## src/rtl/uart_frame_arbiter_pkg.sv

```systemverilog
// Shared constants for the UART frame arbiter and the packet producers feeding it:
// start-of-frame byte, default sizing and the state encodings of the arbiter and byte issuer.
package uart_frame_arbiter_pkg;

    localparam int         NUM_REQ_DEFAULT = 2;
    localparam int         MAX_LEN_DEFAULT = 16;
    localparam logic [7:0] SOF_BYTE        = 8'hA5;

    localparam logic [2:0] ST_IDLE  = 3'd0;
    localparam logic [2:0] ST_SOF   = 3'd1;
    localparam logic [2:0] ST_ID    = 3'd2;
    localparam logic [2:0] ST_FETCH = 3'd3;
    localparam logic [2:0] ST_PAY   = 3'd4;
    localparam logic [2:0] ST_CHK   = 3'd5;
    localparam logic [2:0] ST_DONE  = 3'd6;

    localparam logic [1:0] IS_IDLE    = 2'd0;
    localparam logic [1:0] IS_WAIT_HI = 2'd1;
    localparam logic [1:0] IS_WAIT_LO = 2'd2;

    function automatic logic is_tx_state(input logic [2:0] st);
        return (st == ST_SOF) || (st == ST_ID) || (st == ST_PAY) || (st == ST_CHK);
    endfunction

endpackage

```

## src/rtl/uart_frame_arbiter_issue.sv

```systemverilog
// Single-byte issue handshake towards the UART byte transmitter: one tx_start pulse,
// then a rising and a falling tx_busy edge before done is reported.
module uart_byte_issue
    import uart_frame_arbiter_pkg::*;
(
    input  logic       clk,
    input  logic       rst_n,
    input  logic       start,
    input  logic [7:0] data,
    output logic       done,
    output logic       tx_start,
    output logic [7:0] tx_data,
    input  logic       tx_busy
);

    logic [1:0] phase_q, phase_d;
    logic       tx_start_q, tx_start_d;
    logic [7:0] tx_data_q, tx_data_d;
    logic       busy_prev_q, busy_prev_d;

    always_comb begin
        phase_d     = phase_q;
        tx_start_d  = 1'b0;
        tx_data_d   = tx_data_q;
        busy_prev_d = tx_busy;
        done        = 1'b0;
        case (phase_q)
            IS_IDLE: begin
                if (start) begin
                    phase_d    = IS_WAIT_HI;
                    tx_start_d = 1'b1;
                    tx_data_d  = data;
                end
            end
            // A busy level already present in the tx_start cycle does not count as acceptance.
            IS_WAIT_HI: begin
                if (!tx_start_q && tx_busy && !busy_prev_q) begin
                    phase_d = IS_WAIT_LO;
                end
            end
            IS_WAIT_LO: begin
                if (!tx_busy) begin
                    done    = 1'b1;
                    phase_d = IS_IDLE;
                end
            end
            default: phase_d = IS_IDLE;
        endcase
    end

    always_ff @(posedge clk or negedge rst_n) begin
        if (!rst_n) begin
            phase_q     <= IS_IDLE;
            tx_start_q  <= 1'b0;
            tx_data_q   <= 8'h00;
            busy_prev_q <= 1'b0;
        end else begin
            phase_q     <= phase_d;
            tx_start_q  <= tx_start_d;
            tx_data_q   <= tx_data_d;
            busy_prev_q <= busy_prev_d;
        end
    end

    assign tx_start = tx_start_q;
    assign tx_data  = tx_data_q;

endmodule

```

## src/rtl/uart_frame_arbiter.sv

```systemverilog
// Round-robin, frame-atomic arbiter that serialises requester payloads into
// SOF / ID / payload / XOR-checksum frames for a UART byte transmitter.
module uart_frame_arbiter
    import uart_frame_arbiter_pkg::*;
#(
    parameter int         NUM_REQ = NUM_REQ_DEFAULT,
    parameter int         MAX_LEN = MAX_LEN_DEFAULT,
    parameter logic [7:0] SOF     = SOF_BYTE
) (
    input  logic                 clk,
    input  logic                 rst_n,
    input  logic [NUM_REQ-1:0]   req_valid,
    input  logic [8*NUM_REQ-1:0] req_data,
    input  logic [NUM_REQ-1:0]   req_last,
    output logic [NUM_REQ-1:0]   req_ready,
    output logic [7:0]           tx_data,
    output logic                 tx_start,
    input  logic                 tx_busy,
    output logic [NUM_REQ-1:0]   grant,
    output logic                 frame_done,
    output logic                 busy
);

    localparam int OW = $clog2(NUM_REQ);
    localparam int CW = $clog2(MAX_LEN + 1);

    logic [2:0]         state_q, state_d;
    logic [NUM_REQ-1:0] grant_q, grant_d;
    logic [OW-1:0]      owner_q, owner_d;
    logic [OW-1:0]      ptr_q, ptr_d;
    logic [CW-1:0]      cnt_q, cnt_d;
    logic [7:0]         chk_q, chk_d;
    logic [7:0]         pay_q, pay_d;
    logic               last_q, last_d;
    logic               busy_q, busy_d;
    logic               issued_q, issued_d;

    logic               found;
    logic [OW-1:0]      pick;
    logic [OW:0]        idx;
    logic [7:0]         fetch_byte;
    logic [7:0]         issue_byte;
    logic               issue_start;
    logic               issue_done;

    // Round-robin search starting at the index after the previous winner.
    always_comb begin
        found = 1'b0;
        pick  = ptr_q;
        idx   = '0;
        for (int k = 0; k < NUM_REQ; k++) begin
            idx = (OW+1)'(ptr_q) + (OW+1)'(k);
            if (idx >= (OW+1)'(NUM_REQ)) begin
                idx = idx - (OW+1)'(NUM_REQ);
            end
            if (!found && req_valid[idx[OW-1:0]]) begin
                found = 1'b1;
                pick  = idx[OW-1:0];
            end
        end
    end

    assign fetch_byte = req_data[8*owner_q +: 8];

    always_comb begin
        state_d     = state_q;
        grant_d     = grant_q;
        owner_d     = owner_q;
        ptr_d       = ptr_q;
        cnt_d       = cnt_q;
        chk_d       = chk_q;
        pay_d       = pay_q;
        last_d      = last_q;
        busy_d      = busy_q;
        issued_d    = issued_q;
        req_ready   = '0;
        frame_done  = 1'b0;
        issue_start = is_tx_state(state_q) && !issued_q;
        if (issue_start) begin
            issued_d = 1'b1;
        end
        if (issue_done) begin
            issued_d = 1'b0;
        end
        case (state_q)
            ST_IDLE: begin
                if (found) begin
                    grant_d       = '0;
                    grant_d[pick] = 1'b1;
                    owner_d       = pick;
                    cnt_d         = '0;
                    chk_d         = {{(8-OW){1'b0}}, pick};
                    busy_d        = 1'b1;
                    state_d       = ST_SOF;
                end
            end
            ST_SOF:   if (issue_done) state_d = ST_ID;
            ST_ID:    if (issue_done) state_d = ST_FETCH;
            ST_FETCH: begin
                if (req_valid[owner_q]) begin
                    req_ready[owner_q] = 1'b1;
                    pay_d              = fetch_byte;
                    last_d             = req_last[owner_q];
                    chk_d              = chk_q ^ fetch_byte;
                    if (cnt_q != CW'(MAX_LEN)) begin
                        cnt_d = cnt_q + 1'b1;
                    end
                    state_d = ST_PAY;
                end
            end
            // Reaching MAX_LEN closes the frame even without last; the rest becomes a new frame.
            ST_PAY: begin
                if (issue_done) begin
                    state_d = (last_q || cnt_q == CW'(MAX_LEN)) ? ST_CHK : ST_FETCH;
                end
            end
            ST_CHK:   if (issue_done) state_d = ST_DONE;
            ST_DONE: begin
                frame_done = 1'b1;
                grant_d    = '0;
                busy_d     = 1'b0;
                ptr_d      = (owner_q == OW'(NUM_REQ - 1)) ? '0 : owner_q + 1'b1;
                state_d    = ST_IDLE;
            end
            default: state_d = ST_IDLE;
        endcase
    end

    always_comb begin
        case (state_q)
            ST_SOF:  issue_byte = SOF;
            ST_ID:   issue_byte = {{(8-OW){1'b0}}, owner_q};
            ST_PAY:  issue_byte = pay_q;
            default: issue_byte = chk_q;
        endcase
    end

    always_ff @(posedge clk or negedge rst_n) begin
        if (!rst_n) begin
            state_q  <= ST_IDLE;
            grant_q  <= '0;
            owner_q  <= '0;
            ptr_q    <= '0;
            cnt_q    <= '0;
            chk_q    <= 8'h00;
            pay_q    <= 8'h00;
            last_q   <= 1'b0;
            busy_q   <= 1'b0;
            issued_q <= 1'b0;
        end else begin
            state_q  <= state_d;
            grant_q  <= grant_d;
            owner_q  <= owner_d;
            ptr_q    <= ptr_d;
            cnt_q    <= cnt_d;
            chk_q    <= chk_d;
            pay_q    <= pay_d;
            last_q   <= last_d;
            busy_q   <= busy_d;
            issued_q <= issued_d;
        end
    end

    uart_byte_issue u_issue (
        .clk      (clk),
        .rst_n    (rst_n),
        .start    (issue_start),
        .data     (issue_byte),
        .done     (issue_done),
        .tx_start (tx_start),
        .tx_data  (tx_data),
        .tx_busy  (tx_busy)
    );

    assign grant = grant_q;
    assign busy  = busy_q;

endmodule

```

## config.mk

```make
export PLATFORM = sky130hd
export DESIGN_NAME = uart_frame_arbiter
export DESIGN_NICKNAME = d
export VERILOG_FILES = /design/src/rtl/uart_frame_arbiter_pkg.sv /design/src/rtl/uart_frame_arbiter_issue.sv /design/src/rtl/uart_frame_arbiter.sv
export SDC_FILE = /design/constraint.sdc
export NUM_CORES = 1
export LEC_CHECK = 0
export ABC_CLOCK_PERIOD_IN_PS = 2200
export CAP_MARGIN = 40
export CORE_MARGIN = 8
export CORE_UTILIZATION = 27
export CTS_BUF_LIST = sky130_fd_sc_hd__clkbuf_8
export DETAILED_ROUTE_END_ITERATION = 7
export GPL_TIMING_DRIVEN = 0
export PLACE_DENSITY = 0.51
export SETUP_SLACK_MARGIN = 0.4
export SLEW_MARGIN = 10
export SYNTH_ARGS = -nofsm -noshare
export SYNTH_HDL_FRONTEND = slang
export SYNTH_SLANG_ARGS = --single-unit
```

## constraint.sdc

```tcl
create_clock -name clk -period 2.2 [get_ports clk]
set_input_delay 0.44 -clock clk [delete_from_list [all_inputs] [get_ports clk]]
set_output_delay 0.44 -clock clk [all_outputs]
set_load 0.05 [all_outputs]
```

==> results of run 1 <==
## layout by cell type, fill, tap and decap left out, types with 4 or more instances in the layout
cell type	n
a21o_1	7
a21oi_1	6
a32oi_1	4
buf_4	17
buf_6	7
buf_8	4
clkbuf_8	5
clkdlybuf4s50_1	19
dfrtp_1	43
dlygate4sd2_1	14
inv_1	4
mux2i_1	12
nand2_1	26
nor2_1	17
nor3_1	9
nor3_2	4
o21ai_1	14
o22ai_1	4
xnor2_1	7
## timing repair
item / 4_1_cts / 5_1_grt
pin swaps: 1 / 1
buffers inserted: 10 / 8
endpoints found under the setup margin: 26 / 21
hold buffers: 0 / 0
resized for setup: 57 / 13
## registers in the layout, summed over array words and instances (netlist names)
register	cells
busy	1
chk_q	8
cnt_q	5
grant	2
issued_q	1
last_q	1
owner_q	1
pay_q	8
ptr_q	1
state_q	3
u_issue.busy_prev_q	1
u_issue.phase_q	2
u_issue.tx_data	8
u_issue.tx_start	1
## logic make-up after synthesis
family	count (synthesis)	synth area share (%)
AO/OA/AOI/OAI	52	16.1
XOR/XNOR	8	3.13
adder cells (fa/ha/maj)	2	1.12
buffers and inverters	21	4.47
flip-flops	43	48.0
multiplexers	14	6.87
AND/OR/NAND/NOR	84	20.3
## power groups by stage
stage	Clock, mW	Combinational [mW]	Sequential, mW
2_1_floorplan	0	0.780	1.47
3_3_place_gp	0	1.47	1.25
3_5_place_dp	0	1.48	1.26
4_1_cts	0.491	1.57	1.25
5_1_grt	0.523	1.79	1.29
6_report	0.481	1.66	1.25
## layout make-up
cell class,instances,area [sq um]
inverter,8,35.0
tap,105,131
multi-input combinational,160,1130
fill,813,5020
sequential,43,1080
clock inverter,1,7.51
timing repair buffer,56,531
buffer,13,130
clock buffer,5,68.8
## through the flow
step           power [mW]  setup slack [ns]  hold slack [ns]  TNS [ns]
2_1_floorplan        2.25             0.263            0.144         0
3_3_place_gp         2.72            -0.561            0.460    -25.24
3_5_place_dp         2.73            -0.498            0.467     -1.28
4_1_cts              3.31             0.274            0.175         0
5_1_grt              3.60             0.312            0.191         0
6_report             3.39             0.369            0.157         0
## path summary, 6_finish.rpt
kind | to | slack [ns] | depth (start not counted)
setup / recovery | req_ready[0] | 0.37 | 5
hold / removal | chk_q[5] | 0.16 | 1
setup reg to reg | cnt_q[0] | 0.39 | 6
hold reg to reg | busy | 0.48 | 2
max in group asynchronous | busy | 1.52 | 2
min in group clk | busy | 0.48 | 2
## worst max-delay path, cell delays in order, from the launching register on
cell and delay [ns]:
dfrtp_1 0.38, buf_6 0.13, nand3b_4 0.09, buf_8 0.14, nor3b_4 0.18, buf_6 0.18
## routing by layer
metal | up-vias | GRT usage (%)
li1 | 923 | -
met1 | 951 | 13.6
met2 | 35 | 19.4
met3 | 6 | 2.04
met4 | 0 | 3.62
met5 | - | 0
==> metrics.csv, run 1 <==
stage,metric,value,unit
floorplan,top_level_ports,38,
timing,fin_crit_sh,83.2,%
floorplan,die_w,107,um
drt,wl_per_cell,15.7,um
drt,wl_met3,190,um
place,place.gp.congestion,0.772,
grt,grtUsageTotal,11.2,%
drt,via_count,1915,
timing,fmax,546,MHz
layout,antenna_cells,0,
critical_path,crit_fanout,4,
grt,antenna_found_initial,0,
grt,grt_max_degree,26,
drt,maxUsedRoutingLayer,met4,
logic_synthesis,synth_area,0.00224,sq mm
floorplan,die_area,0.0115,sq mm
drt,drcViolationCount,0,
timing,hold_viol_final,0,
power_and_ir_drop,power.share.clock,14.2,%
logic_synthesis,yosys_warnings,0,
timing,min_period,1.83,ns
layout,area_delta_synth_final,38.7,%
floorplan,start_util,27.5,%
critical_path,cp-startpoint,state_q[1],
critical_path,end_kind,primary output,
logic_synthesis,synth_top_area_share,48.0,%
drt,vias_per_cell,4.90,
layout,post_route_cells_drive_above_1_share,21.3,%
critical_path,crit_arrival,1.39,ns
critical_path,critPathLaunchType,flop,
timing,rsz0062_at_grt,yes,
timing,final_max_slew_viol_count,0,
critical_path,critical_path_class,reg2out,
logic_synthesis,syn_nets,249,
floorplan,rows,33,
clock_tree,clock_tree.buffer_depth,2,
clock_tree,clockRootBuffer,clkbuf_8,
logic_synthesis,avgSynthCellArea,10.0,sq um
power_and_ir_drop,intPower,1.99,mW
power_and_ir_drop,seqPwrFrac,36.8,%
power_and_ir_drop,p_comb_share,49.0,%
logic_synthesis,synth_area_leaders,"dfrtp_1 (48%), mux2i_1 (5.4%), nand2_1 (4.4%)",
worst_hold_path,hp-class,in2async,
critical_path,worstReg2RegStart,state_q[1],
place,dpl.hpwl,4360,um
logic_synthesis,ys_types,56,
logic_synthesis,synth_edf_count,0,
drt,wl,6150,um
logic_synthesis,ys_seq_area_share,48.0,%
place,io_buffers,37,
power_and_ir_drop,peakVddDrop,0.336,mV
drt,drtIter0Drc,147,
floorplan,die_h,107,um
grt,grt_pass1_wl,10200,um
drt,dr.pass1.iters,4,
layout,final_nets,312,
grt,grt_pass1_vias,1967,
layout,stdcell_area,0.00311,sq mm
logic_synthesis,ys_top_cells_by_count,"dfrtp_1 (43), nand2_1 (26), nor2_1 (18)",
layout,layout.cells.non_filler,391,
drt,antenna_left,0,
critical_path,worst_ep_required_time,1.76,ns
run_status,outcome,"finished, final reports clean",
power_and_ir_drop,swShare,41.5,%
logic_synthesis,syn_inst,224,
layout,fin_util,38.2,%
clock_tree,path_clk_slew,0.08,ns
clock_tree,cts_tree,built,
clock_tree,cts_buffers,5,
logic_synthesis,synth_top_area_cell,dfrtp_1,
logic_synthesis,synthFlopType,dfrtp_1,
flow_run,cap_violations,0,
place,dp.cells,367,
drt,m1WireLength,2680,um
place,dpl_cell_area,0.00277,sq mm
grt,grt_overflow,0,
clock_tree,cts.sinks,43,
timing,timing.slew.headroom,58.0,%
power_and_ir_drop,p_leak,1.43,nW
clock_tree,cts-htree-levels,2,
clock_tree,clock_latency,0.29,ns
timing,worst_pin_slew,0.630,ns
floorplan,core-area,0.00813,sq mm
power_and_ir_drop,p_sw,1.41,mW
logic_synthesis,async_reset_ff_share,100,%
timing,fin_skew,0.00199,ns
drt,wl_met2,3200,um
logic_synthesis,yosysMostFrequentCell,dfrtp_1,
timing,finalSetupViolCount,0,
logic_synthesis,ys_ff_latch,43,
power_and_ir_drop,p_per_area,1090,mW/mm^2
Power figures use the tool's default switching activity.
==> run 2, diff against run 1 <==
--- a/config.mk
+++ b/config.mk
@@ -5,14 +5,14 @@
 export SDC_FILE = /design/constraint.sdc
 export NUM_CORES = 1
 export LEC_CHECK = 0
-export ABC_CLOCK_PERIOD_IN_PS = 2200
+export ABC_CLOCK_PERIOD_IN_PS = 1500
 export CAP_MARGIN = 40
 export CORE_MARGIN = 8
 export CORE_UTILIZATION = 27
 export CTS_BUF_LIST = sky130_fd_sc_hd__clkbuf_8
 export DETAILED_ROUTE_END_ITERATION = 7
 export GPL_TIMING_DRIVEN = 0
-export PLACE_DENSITY = 0.51
+export PLACE_DENSITY = 0.53
 export SETUP_SLACK_MARGIN = 0.4
 export SLEW_MARGIN = 10
 export SYNTH_ARGS = -nofsm -noshare
==> constraint.sdc (replaced) <==
create_clock -name clk -period 1.5 [get_ports clk]
set_input_delay 0.3 -clock clk [delete_from_list [all_inputs] [get_ports clk]]
set_output_delay 0.3 -clock clk [all_outputs]
set_load 0.05 [all_outputs]
==> metrics.csv, run 2 (synthesis gave the netlist of run 1 again) <==
stage,metric,value,unit,change
timing,hold_ws,0.457,ns,+0.299 ns
timing,fin_setup_tns,-3.91,ns,-3.91 ns
power_and_ir_drop,p_sw,2.66,mW,+89%
power_and_ir_drop,p_leak,1.74,nW,+22%
timing,min_period,1.76,ns,
critical_path,cp_common_cell,buf_6,,
drt,vias_per_cell,4.89,,-0.11%
place,io_buffers,37,,unchanged
grt,grt_overflow,0,,unchanged
power_and_ir_drop,seqPwrFrac,29.5,%,-7.3 points
power_and_ir_drop,intPower,3.92,mW,+97%
place,dp_slack,-0.815,ns,-0.317 ns
timing,fin_skew,0.00661,ns,+0.00463 ns
critical_path,critPathLaunchType,flop,,
timing,timing.slew.headroom,66.8,%,+8.8 points
timing,final_max_slew_viol_count,0,,unchanged
layout,post_route_cells_drive_above_1_share,51.4,%,+30 points
drt,via_count,2094,,+9.3%
floorplan,core-area,0.00813,sq mm,unchanged
layout,stdcell_area,0.00399,sq mm,+28%
power_and_ir_drop,power.share.clock,14.6,%,+0.4 points
clock_tree,cts_buffers,5,,unchanged
floorplan,die_area,0.0115,sq mm,unchanged
critical_path,critical_path_class,reg2out,,
run_status,outcome,"complete, but fails checks",,
clock_tree,clock_latency,0.31,ns,+0.02 ns
drt,dr.pass1.iters,4,,unchanged
timing,fin_ws,-0.264,ns,-0.633 ns
critical_path,crit_chain,"buf_6, nand3b_4, buf_12, nor3b_4, buf_6",,
grt,grtUsageTotal,11.7,%,+0.53 points
floorplan,die_w,107,um,unchanged
timing,worst_pin_slew,0.499,ns,-0.132 ns
place,place.gp.congestion,0.759,,-1.6%
layout,antenna_cells,0,,unchanged
layout,area_delta_synth_final,78.0,%,
run_status,violations,negative setup slack,,
drt,wl_per_cell,16.0,um,+1.5%
critical_path,worst_ep_required_time,1.20,ns,-0.56 ns
layout,mostFrequentLayoutCells,"dfrtp_1 (43), buf_4 (34), buf_6 (31)",,
drt,wl,6830,um,+11%
power_and_ir_drop,p_per_area,1650,mW/mm^2,+51%
place,dp.cells,367,,unchanged
critical_path,crit_fanout,4,,unchanged
layout,layout_commonest_cell,dfrtp_1,,
clock_tree,clock_tree.buffer_depth,2,,unchanged
timing,rsz0062_at_grt,yes,,
drt,drtIter0Drc,121,,-18%
place,dpl_cell_area,0.00291,sq mm,+5.1%
floorplan,rows,33,,unchanged
clock_tree,path_clk_slew,0.09,ns,about the same
clock_tree,cts.sinks,43,,unchanged
timing,hold_viol_final,0,,unchanged
clock_tree,cts-htree-levels,2,,unchanged
flow_run,cap_violations,0,,unchanged
layout,layout.cells.non_filler,428,,+9.5%
timing,fin_crit_sh,118,%,
power_and_ir_drop,peakVddDrop,0.704,mV,+110%
critical_path,cp_slowest_cell,dfrtp_1,,
grt,grt_pass1_vias,2085,,+6.0%
grt,antenna_found_initial,0,,unchanged
place,dpl.hpwl,4310,um,-1.1%
clock_tree,clockRootBuffer,clkbuf_8,,
grt,grt_max_degree,23,,-12%
critical_path,max_stage_delay,0.43,ns,+0.05 ns
floorplan,die_h,107,um,unchanged
timing,fmax,567,MHz,
floorplan,start_util,27.5,%,unchanged
drt,antenna_left,0,,unchanged
timing,finalSetupViolCount,39,,+39
power_and_ir_drop,swShare,40.5,%,-0.99 points
drt,drcViolationCount,0,,unchanged
power_and_ir_drop,p_comb_share,55.9,%,+6.9 points
clock_tree,cts_tree,built,,
worst_hold_path,hp-class,in2async,,
critical_path,crit_arrival,1.46,ns,+0.07 ns
floorplan,top_level_ports,38,,unchanged
grt,grt_pass1_wl,10700,um,+5.7%
layout,final_nets,347,,+11%
critical_path,end_kind,primary output,,
run 2: cell count changes in the layout (fill, tap and decap cells not counted), moves of 6 or more:
cell / before / now
buf_4: 17 / 34
buf_6: 7 / 31
dlygate4sd2_1: 14 / 2
nand2_1: 26 / 17
nand2_2: 0 / 7
nor2_1: 17 / 6
nor2_4: 1 / 7
run 2: worst paths after layout:
| path | slack (ns) | to | startpoint | cells after the start |
|---|---|---|---|---|
| hold reg to reg | 0.51 | pay_q[5] | pay_q[5] | 1 |
| hold / removal | 0.46 | pay_q[1] | rst_n | 2 |
| setup reg to reg | -0.26 | state_q[0] | state_q[0] | 6 |
| setup / recovery | -0.26 | req_ready[0] | state_q[0] | 5 |
| max in group asynchronous | 0.61 | cnt_q[0] | rst_n | 3 |
| min in group clk | 0.51 | pay_q[5] | pay_q[5] | 1 |
run 2: worst max-delay path, delay by kind of cell, from the launching register on:
family,cells,cell delay [ns]
flip-flops,1,0.43
buffers and inverters,3,0.47
AND/OR/NAND/NOR,2,0.26
run 2: power by group through the flow:
stage	clock network [mW]	registers (mW)	logic [mW]
2_1_floorplan	0	2.18	1.30
3_3_place_gp	0	1.87	2.28
3_5_place_dp	0	1.88	2.31
4_1_cts	0.987	1.91	3.02
5_1_grt	1.03	1.98	3.90
6_report	0.962	1.94	3.68
run 2: layer usage:
metal / vias to the layer above / part of all wire (%) / track usage, %
li1: 1003 / - / -
met1: 1047 / 46 / 15.1
met2: 33 / 49 / 19.2
met3: 11 / 2.5 / 2.16
met4: 0 / 2.0 / 3.92
met5: - / 0 / 0
run 2: area by class of cell:
| type | instances | area [sq um] |
|---|---|---|
| Inverter | 8 | 41.3 |
| Tap cell | 105 | 131 |
| Buffer | 13 | 201 |
| Timing Repair Buffer | 90 | 911 |
| Sequential cell | 43 | 1080 |
| Clock buffer | 5 | 68.8 |
| Fill cell | 706 | 4150 |
| Clock inverter | 3 | 46.3 |
| Multi-Input combinational cell | 161 | 1510 |
run 2: metrics by stage:
step	power, mW	util, %
CTS	5.91	43.3
global placement	4.15	35.5
global route	6.91	49.0
floorplan	3.48	-
finish	6.58	49.0
detailed placement	4.19	35.8
run 2: repair_timing:
item                                   in CTS  in global routing
setup endpoints to repair                  56                 78
pin swaps                                  12                 36
setup buffers                              30                 19
endpoints found under the hold margin       7                  0
hold buffers                                1                  0
gates cloned                                1                  2
gates resized for setup                   158                 61
==> run 3, diff against run 2 <==
--- a/config.mk
+++ b/config.mk
@@ -6,7 +6,6 @@
 export NUM_CORES = 1
 export LEC_CHECK = 0
 export ABC_CLOCK_PERIOD_IN_PS = 1500
-export CAP_MARGIN = 40
 export CORE_MARGIN = 8
 export CORE_UTILIZATION = 27
 export CTS_BUF_LIST = sky130_fd_sc_hd__clkbuf_8
==> metrics.csv, run 3 (synthesis gave the netlist of run 1 again) <==
stage,metric,value,unit,change
critical_path,end_kind,primary output,,
worst_hold_path,hp-class,in2async,,
timing,finalSetupViolCount,39,,unchanged
layout,area_delta_synth_final,78.0,%,unchanged
grt,grt_overflow,0,,unchanged
drt,antenna_left,0,,unchanged
timing,hold_viol_final,0,,unchanged
layout,layout_commonest_cell,dfrtp_1,,
power_and_ir_drop,power.share.clock,14.6,%,about the same
power_and_ir_drop,intPower,3.92,mW,unchanged
layout,final_nets,347,,unchanged
clock_tree,cts_buffers,5,,unchanged
critical_path,max_stage_delay,0.43,ns,about the same
critical_path,critPathBufInv,3,,unchanged
grt,grtUsageTotal,11.7,%,unchanged
timing,fin_crit_sh,118,%,unchanged
layout,mostFrequentLayoutCells,"dfrtp_1 (43), buf_4 (34), buf_6 (31)",,
grt,antenna_found_initial,0,,unchanged
drt,vias_per_cell,4.89,,unchanged
clock_tree,clockRootBuffer,clkbuf_8,,
critical_path,worstReg2RegStart,state_q[0],,
clock_tree,cts.sinks,43,,unchanged
critical_path,critical_path_class,reg2out,,
critical_path,crit_fanout,4,,unchanged
critical_path,crit_arrival,1.46,ns,about the same
critical_path,reg2regPathDepth,6,,unchanged
clock_tree,cts_tree,built,,
critical_path,worst_ep_required_time,1.20,ns,about the same
power_and_ir_drop,p_sw,2.66,mW,unchanged
timing,fin_ws,-0.264,ns,unchanged
power_and_ir_drop,p_per_area,1650,mW/mm^2,unchanged
place,io_buffers,37,,unchanged
floorplan,die_h,107,um,unchanged
critical_path,cpLargestDelayFamily,buffers and inverters,,
place,dp.cells,367,,unchanged
place,dpl.hpwl,4310,um,unchanged
run_status,violations,negative setup slack,,
flow_run,cap_violations,0,,unchanged
critical_path,cp_common_cell,buf_6,,
floorplan,die_area,0.0115,sq mm,unchanged
timing,hold_ws,0.457,ns,unchanged
power_and_ir_drop,swShare,40.5,%,unchanged
run_status,outcome,"complete, but fails checks",,
layout,stdcell_area,0.00399,sq mm,unchanged
critical_path,cp_slowest_cell,dfrtp_1,,
drt,drtIter0Drc,121,,unchanged
critical_path,critPathLaunchType,flop,,
timing,rsz0062_at_grt,yes,,
drt,wl_per_cell,16.0,um,unchanged
drt,drcViolationCount,0,,unchanged
power_and_ir_drop,p_comb_share,55.9,%,about the same
critical_path,crit_chain,"buf_6, nand3b_4, buf_12, nor3b_4, buf_6",,
drt,dr.pass1.iters,4,,unchanged
grt,grt_pass1_vias,2085,,unchanged
clock_tree,clock_latency,0.31,ns,about the same
timing,fin_setup_tns,-3.91,ns,unchanged
place,place.gp.congestion,0.759,,unchanged
floorplan,start_util,27.5,%,unchanged
floorplan,core-area,0.00813,sq mm,unchanged
timing,timing.slew.headroom,66.8,%,unchanged
timing,fmax,567,MHz,unchanged
floorplan,rows,33,,unchanged
grt,grt_pass1_wl,10700,um,unchanged
place,dpl_cell_area,0.00291,sq mm,unchanged
layout,post_route_cells_drive_above_1_share,51.4,%,unchanged
clock_tree,cts-htree-levels,2,,unchanged
power_and_ir_drop,p_leak,1.74,nW,unchanged
timing,final_max_slew_viol_count,0,,unchanged
clock_tree,path_clk_slew,0.09,ns,about the same
floorplan,die_w,107,um,unchanged
power_and_ir_drop,p_total,6.58,mW,unchanged
critical_path,r2r_setup_slack,-0.26,ns,about the same
clock_tree,clock_tree.buffer_depth,2,,unchanged
timing,worst_pin_slew,0.499,ns,unchanged
critical_path,reg2reg_to,state_q[0],,
power_and_ir_drop,peakVddDrop,0.704,mV,unchanged
power_and_ir_drop,seqPwrFrac,29.5,%,about the same
grt,grt_max_degree,23,,unchanged
drt,via_count,2094,,unchanged
layout,antenna_cells,0,,unchanged
floorplan,top_level_ports,38,,unchanged
timing,fin_skew,0.00661,ns,unchanged
drt,wl,6830,um,unchanged
timing,min_period,1.76,ns,unchanged
layout,layout.cells.non_filler,428,,unchanged
==> run 3: final cells by class <==
class / count / area, sq um
fillers: 706 / 4150
multi-input cells: 161 / 1510
flip-flops and latches: 43 / 1080
repair buffers: 90 / 911
plain buffers: 13 / 201
well taps: 105 / 131
clock buffers: 5 / 68.8
clock inverters: 3 / 46.3
inverters: 8 / 41.3
==> run 3: timing repair <==
action,CTS,global route
pin swaps,12,36
resized for setup,158,61
endpoints found under the hold margin,7,0
setup endpoints to repair,56,78
setup buffers,30,19
hold buffers,1,0
cloned,1,2
==> run 3: per-layer routing <==
layer	up-vias	global-route usage, %	part of all wire, %
li1	1003	-	-
met5	-	0	0
met2	33	19.2	49
met1	1047	15.1	46
met4	0	3.92	2.0
met3	11	2.16	2.5
==> run 3: worst max-delay path by stage <==
stage | startpoint | endpoint | slack (ns) | cells past startpoint
floorplan | state_q[1] | req_ready[0] | -0.06 | 4
global placement | rst_n | cnt_q[2] | -1.10 | 1
detailed placement | req_valid[0] | req_ready[0] | -0.81 | 3
CTS | state_q[0] | req_ready[0] | -0.22 | 5
global route | state_q[0] | req_ready[0] | -0.30 | 5
finish | state_q[0] | req_ready[0] | -0.26 | 5
==> run 3: worst register-to-register path, delay by kind of cell (launching register included) <==
kind,cells,cell delay [ns]
buffers and inverters,2,0.29
AO/OA/AOI/OAI,2,0.29
flip-flops,1,0.43
AND/OR/NAND/NOR,2,0.64
==> run 3: metrics by stage <==
step	util, %	setup WS (ns)
3_3_place_gp	35.5	-1.10
2_1_floorplan	-	-0.0580
5_1_grt	49.0	-0.301
3_5_place_dp	35.8	-0.815
4_1_cts	43.3	-0.221
6_report	49.0	-0.264
==> run 3: power by group through the flow <==
stage / sequential [mW] / clock (mW) / combinational, mW
2_1_floorplan: 2.18 / 0 / 1.30
3_3_place_gp: 1.87 / 0 / 2.28
3_5_place_dp: 1.88 / 0 / 2.31
4_1_cts: 1.91 / 0.987 / 3.02
5_1_grt: 1.98 / 1.03 / 3.90
6_report: 1.94 / 0.962 / 3.68
==> RTL edit, RTL diff (flow settings as in run 2) <==
Compare `cnt_q` against `CW'(MAX_LEN)` with >= in place of ==.
--- a/src/rtl/uart_frame_arbiter.sv
+++ b/src/rtl/uart_frame_arbiter.sv
@@ -111,7 +111,7 @@
             // Reaching MAX_LEN closes the frame even without last; the rest becomes a new frame.
             ST_PAY: begin
                 if (issue_done) begin
-                    state_d = (last_q || cnt_q == CW'(MAX_LEN)) ? ST_CHK : ST_FETCH;
+                    state_d = (last_q || cnt_q >= CW'(MAX_LEN)) ? ST_CHK : ST_FETCH;
                 end
             end
             ST_CHK:   if (issue_done) state_d = ST_DONE;
Formal check against the unedited RTL: same outputs for any inputs over 10 cycles, from zero or initial values and one cycle with rst_n low; that may be too few to reach the edited logic, so the function may still have changed.
==> RTL edit against run 2 <==
- the run still ends with setup timing left
- critical endpoint is now frame_done
- cell area is 10% lower
- critical path type unchanged
- synthesized area rose by 1.1%
- count of clock-buffer cells in the layout stayed put
- total power is 8.0% lower
- largest power group unchanged
- wire length fell by 4.2%
- worst hold slack lost 0.10 ns
- sequential cell count unchanged
- setup slack improved by 0.051 ns
- clock power decreased by 23%
==> RTL edit: results <==
[logic_synthesis]
synth_compound_gate_area_share_pct = 18.2
ys_top_cells_by_count = dfrtp_1, nor2_1, nand2_1
synth_adder_area_share_pct = 1.10
async_flop_share_pct = 100
synth-seq-area-share_pct = 47.5
ys_types = 54
netlist_top_cells_area = dfrtp_1, mux2i_1, nor2_1, nor3_1, nand2_1
synth-warning-count = 0
synth_nets = 249
post_synth_xor_area_fraction_pct = 3.09
synth.mux.area_fraction_pct = 5.96
post_synth_inst_count = 224

[global_route]
grt_max_degree = 29
antenna_found_initial = 0
grt_first_pass_wirelength_mm = 10.8
vias_in_the_first_global_route = 2140
track_usage_pct = 11.6

[cts]
ctsLongestPathBuffers = 2
cts-buffers-inserted = 5
clk_transition_reported_paths_ns = 0.08
cts_root_buffer = clkbuf_8

[placed_design]
gp_routability_congestion = 0.780
place.port_buffers = 36
placed_instance_count = 366
detailedPlacementHpwl_mm = 4.51

[flow_run]
maxCapViolations = 0

[worst_setup_path]
critical_path.max_fanout = 7
critPathArrivalTime_ns = 1.41
cpMaxStageDelayCell = dfrtp_1
critPathMaxStageDelay_ns = 0.38
r2r_setup_slack_ns = -0.12
cpLargestDelayFamily = buffers and inverters

[timing]
timing.hold.ws_ns = 0.353
finClkSkew_ns = 0.00821
maxSlewHeadroom_pct = 68.3
setup-violations-final = 32
postLayoutSetupSlackWorst_ns = -0.213

[pwr]
vdd_ir_drop_max_uv = 845
p_leak_nw = 1.62

[outcome]
violations = setup timing
run_status = complete, but fails checks

[hold_path]
hold_path_class = in2reg

[routing]
drt_iter0_drc = 95
routed_via_density = 4.93
detail_route.wl_per_cell_microns = 15.9
routed_wl_mm = 6.55

[final_layout]
drive_gt1_share_pct = 37.9
num-nets-final = 330
fill_cells = 799
==> RTL edit: cell families (layout without fill, tap and decap cells) <==
kind of cell	count (synthesis)	in the layout
AND/OR/NAND/NOR	80	80
AO/OA/AOI/OAI	56	56
flip-flops	43	43
buffers and inverters	22	104
multiplexers	13	13
XOR/XNOR	8	8
adder cells (fa/ha/maj)	2	2
==> RTL edit: stage by stage <==
| step | area, sq um | setup TNS [ns] | total power, mW | setup slack, ns |
|---|---|---|---|---|
| 6_report | 3570 | -3.09 | 6.05 | -0.213 |
| 5_1_grt | 3570 | -5.01 | 6.40 | -0.259 |
| 4_1_cts | 3460 | -2.17 | 5.89 | -0.213 |
| 3_5_place_dp | 2870 | -19.63 | 4.51 | -0.915 |
| 3_3_place_gp | 2850 | -66.45 | 4.47 | -1.10 |
| 2_1_floorplan | 2360 | -0.175 | 3.69 | -0.0368 |
==> RTL edit: report_power, final <==
group	leakage (nW)	total (mW)	internal (mW)	switching, mW
Combinational	1.03	3.38	1.53	1.85
Clock	0.0453	0.743	0.320	0.423
Sequential	0.545	1.93	1.58	0.355
==> RTL edit: cell type report <==
cell class | instances | share of cell area [%]
Multi-Input combinational cell | 159 | 37.2
Tap cell | 105 | 3.68
Buffer | 14 | 4.69
Clock buffer | 5 | 1.93
Inverter | 8 | 1.16
Sequential cell | 43 | 30.1
Timing Repair Buffer | 74 | 20.8
Clock inverter | 3 | 0.455
==> RTL edit: layer usage <==
layer	wire (microns)	vias up	GRT usage (%)	share of wire [%]
met5	0	-	0	0
met4	63	0	2.48	0.96
li1	-	977	-	-
met2	3310	46	19.5	51
met3	307	7	3.11	4.7
met1	2870	998	14.5	44
==> RTL edit: repair_timing <==
action,CTS,global route
resized for setup,157,13
setup endpoints to repair,56,56
endpoints found under the hold margin,15,0
gates cloned,1,0
buffers inserted,25,10
pin swaps,16,7
hold buffers,1,0
==> RTL edit: path summary, 6_finish.rpt <==
check                      depth (start not counted)                    to                   start
min                                                3   owner_q$_DFFE_PN0P_            req_valid[1]
min in group asynchronous                          2  chk_q[0]$_DFFE_PN0P_                   rst_n
max                                                6            frame_done  state_q[1]$_DFFE_PN0P_
min reg2reg                                        1  pay_q[5]$_DFFE_PN0P_    pay_q[5]$_DFFE_PN0P_
max reg2reg                                        8  pay_q[6]$_DFFE_PN0P_  state_q[1]$_DFFE_PN0P_
max in group asynchronous                          3  issued_q$_DFFE_PN0P_                   rst_n
==> RTL edit: tightest hold or removal path: stages <==
cell       delay, ns
buf_4           0.16
o2111ai_4       0.10
nand2_1         0.05
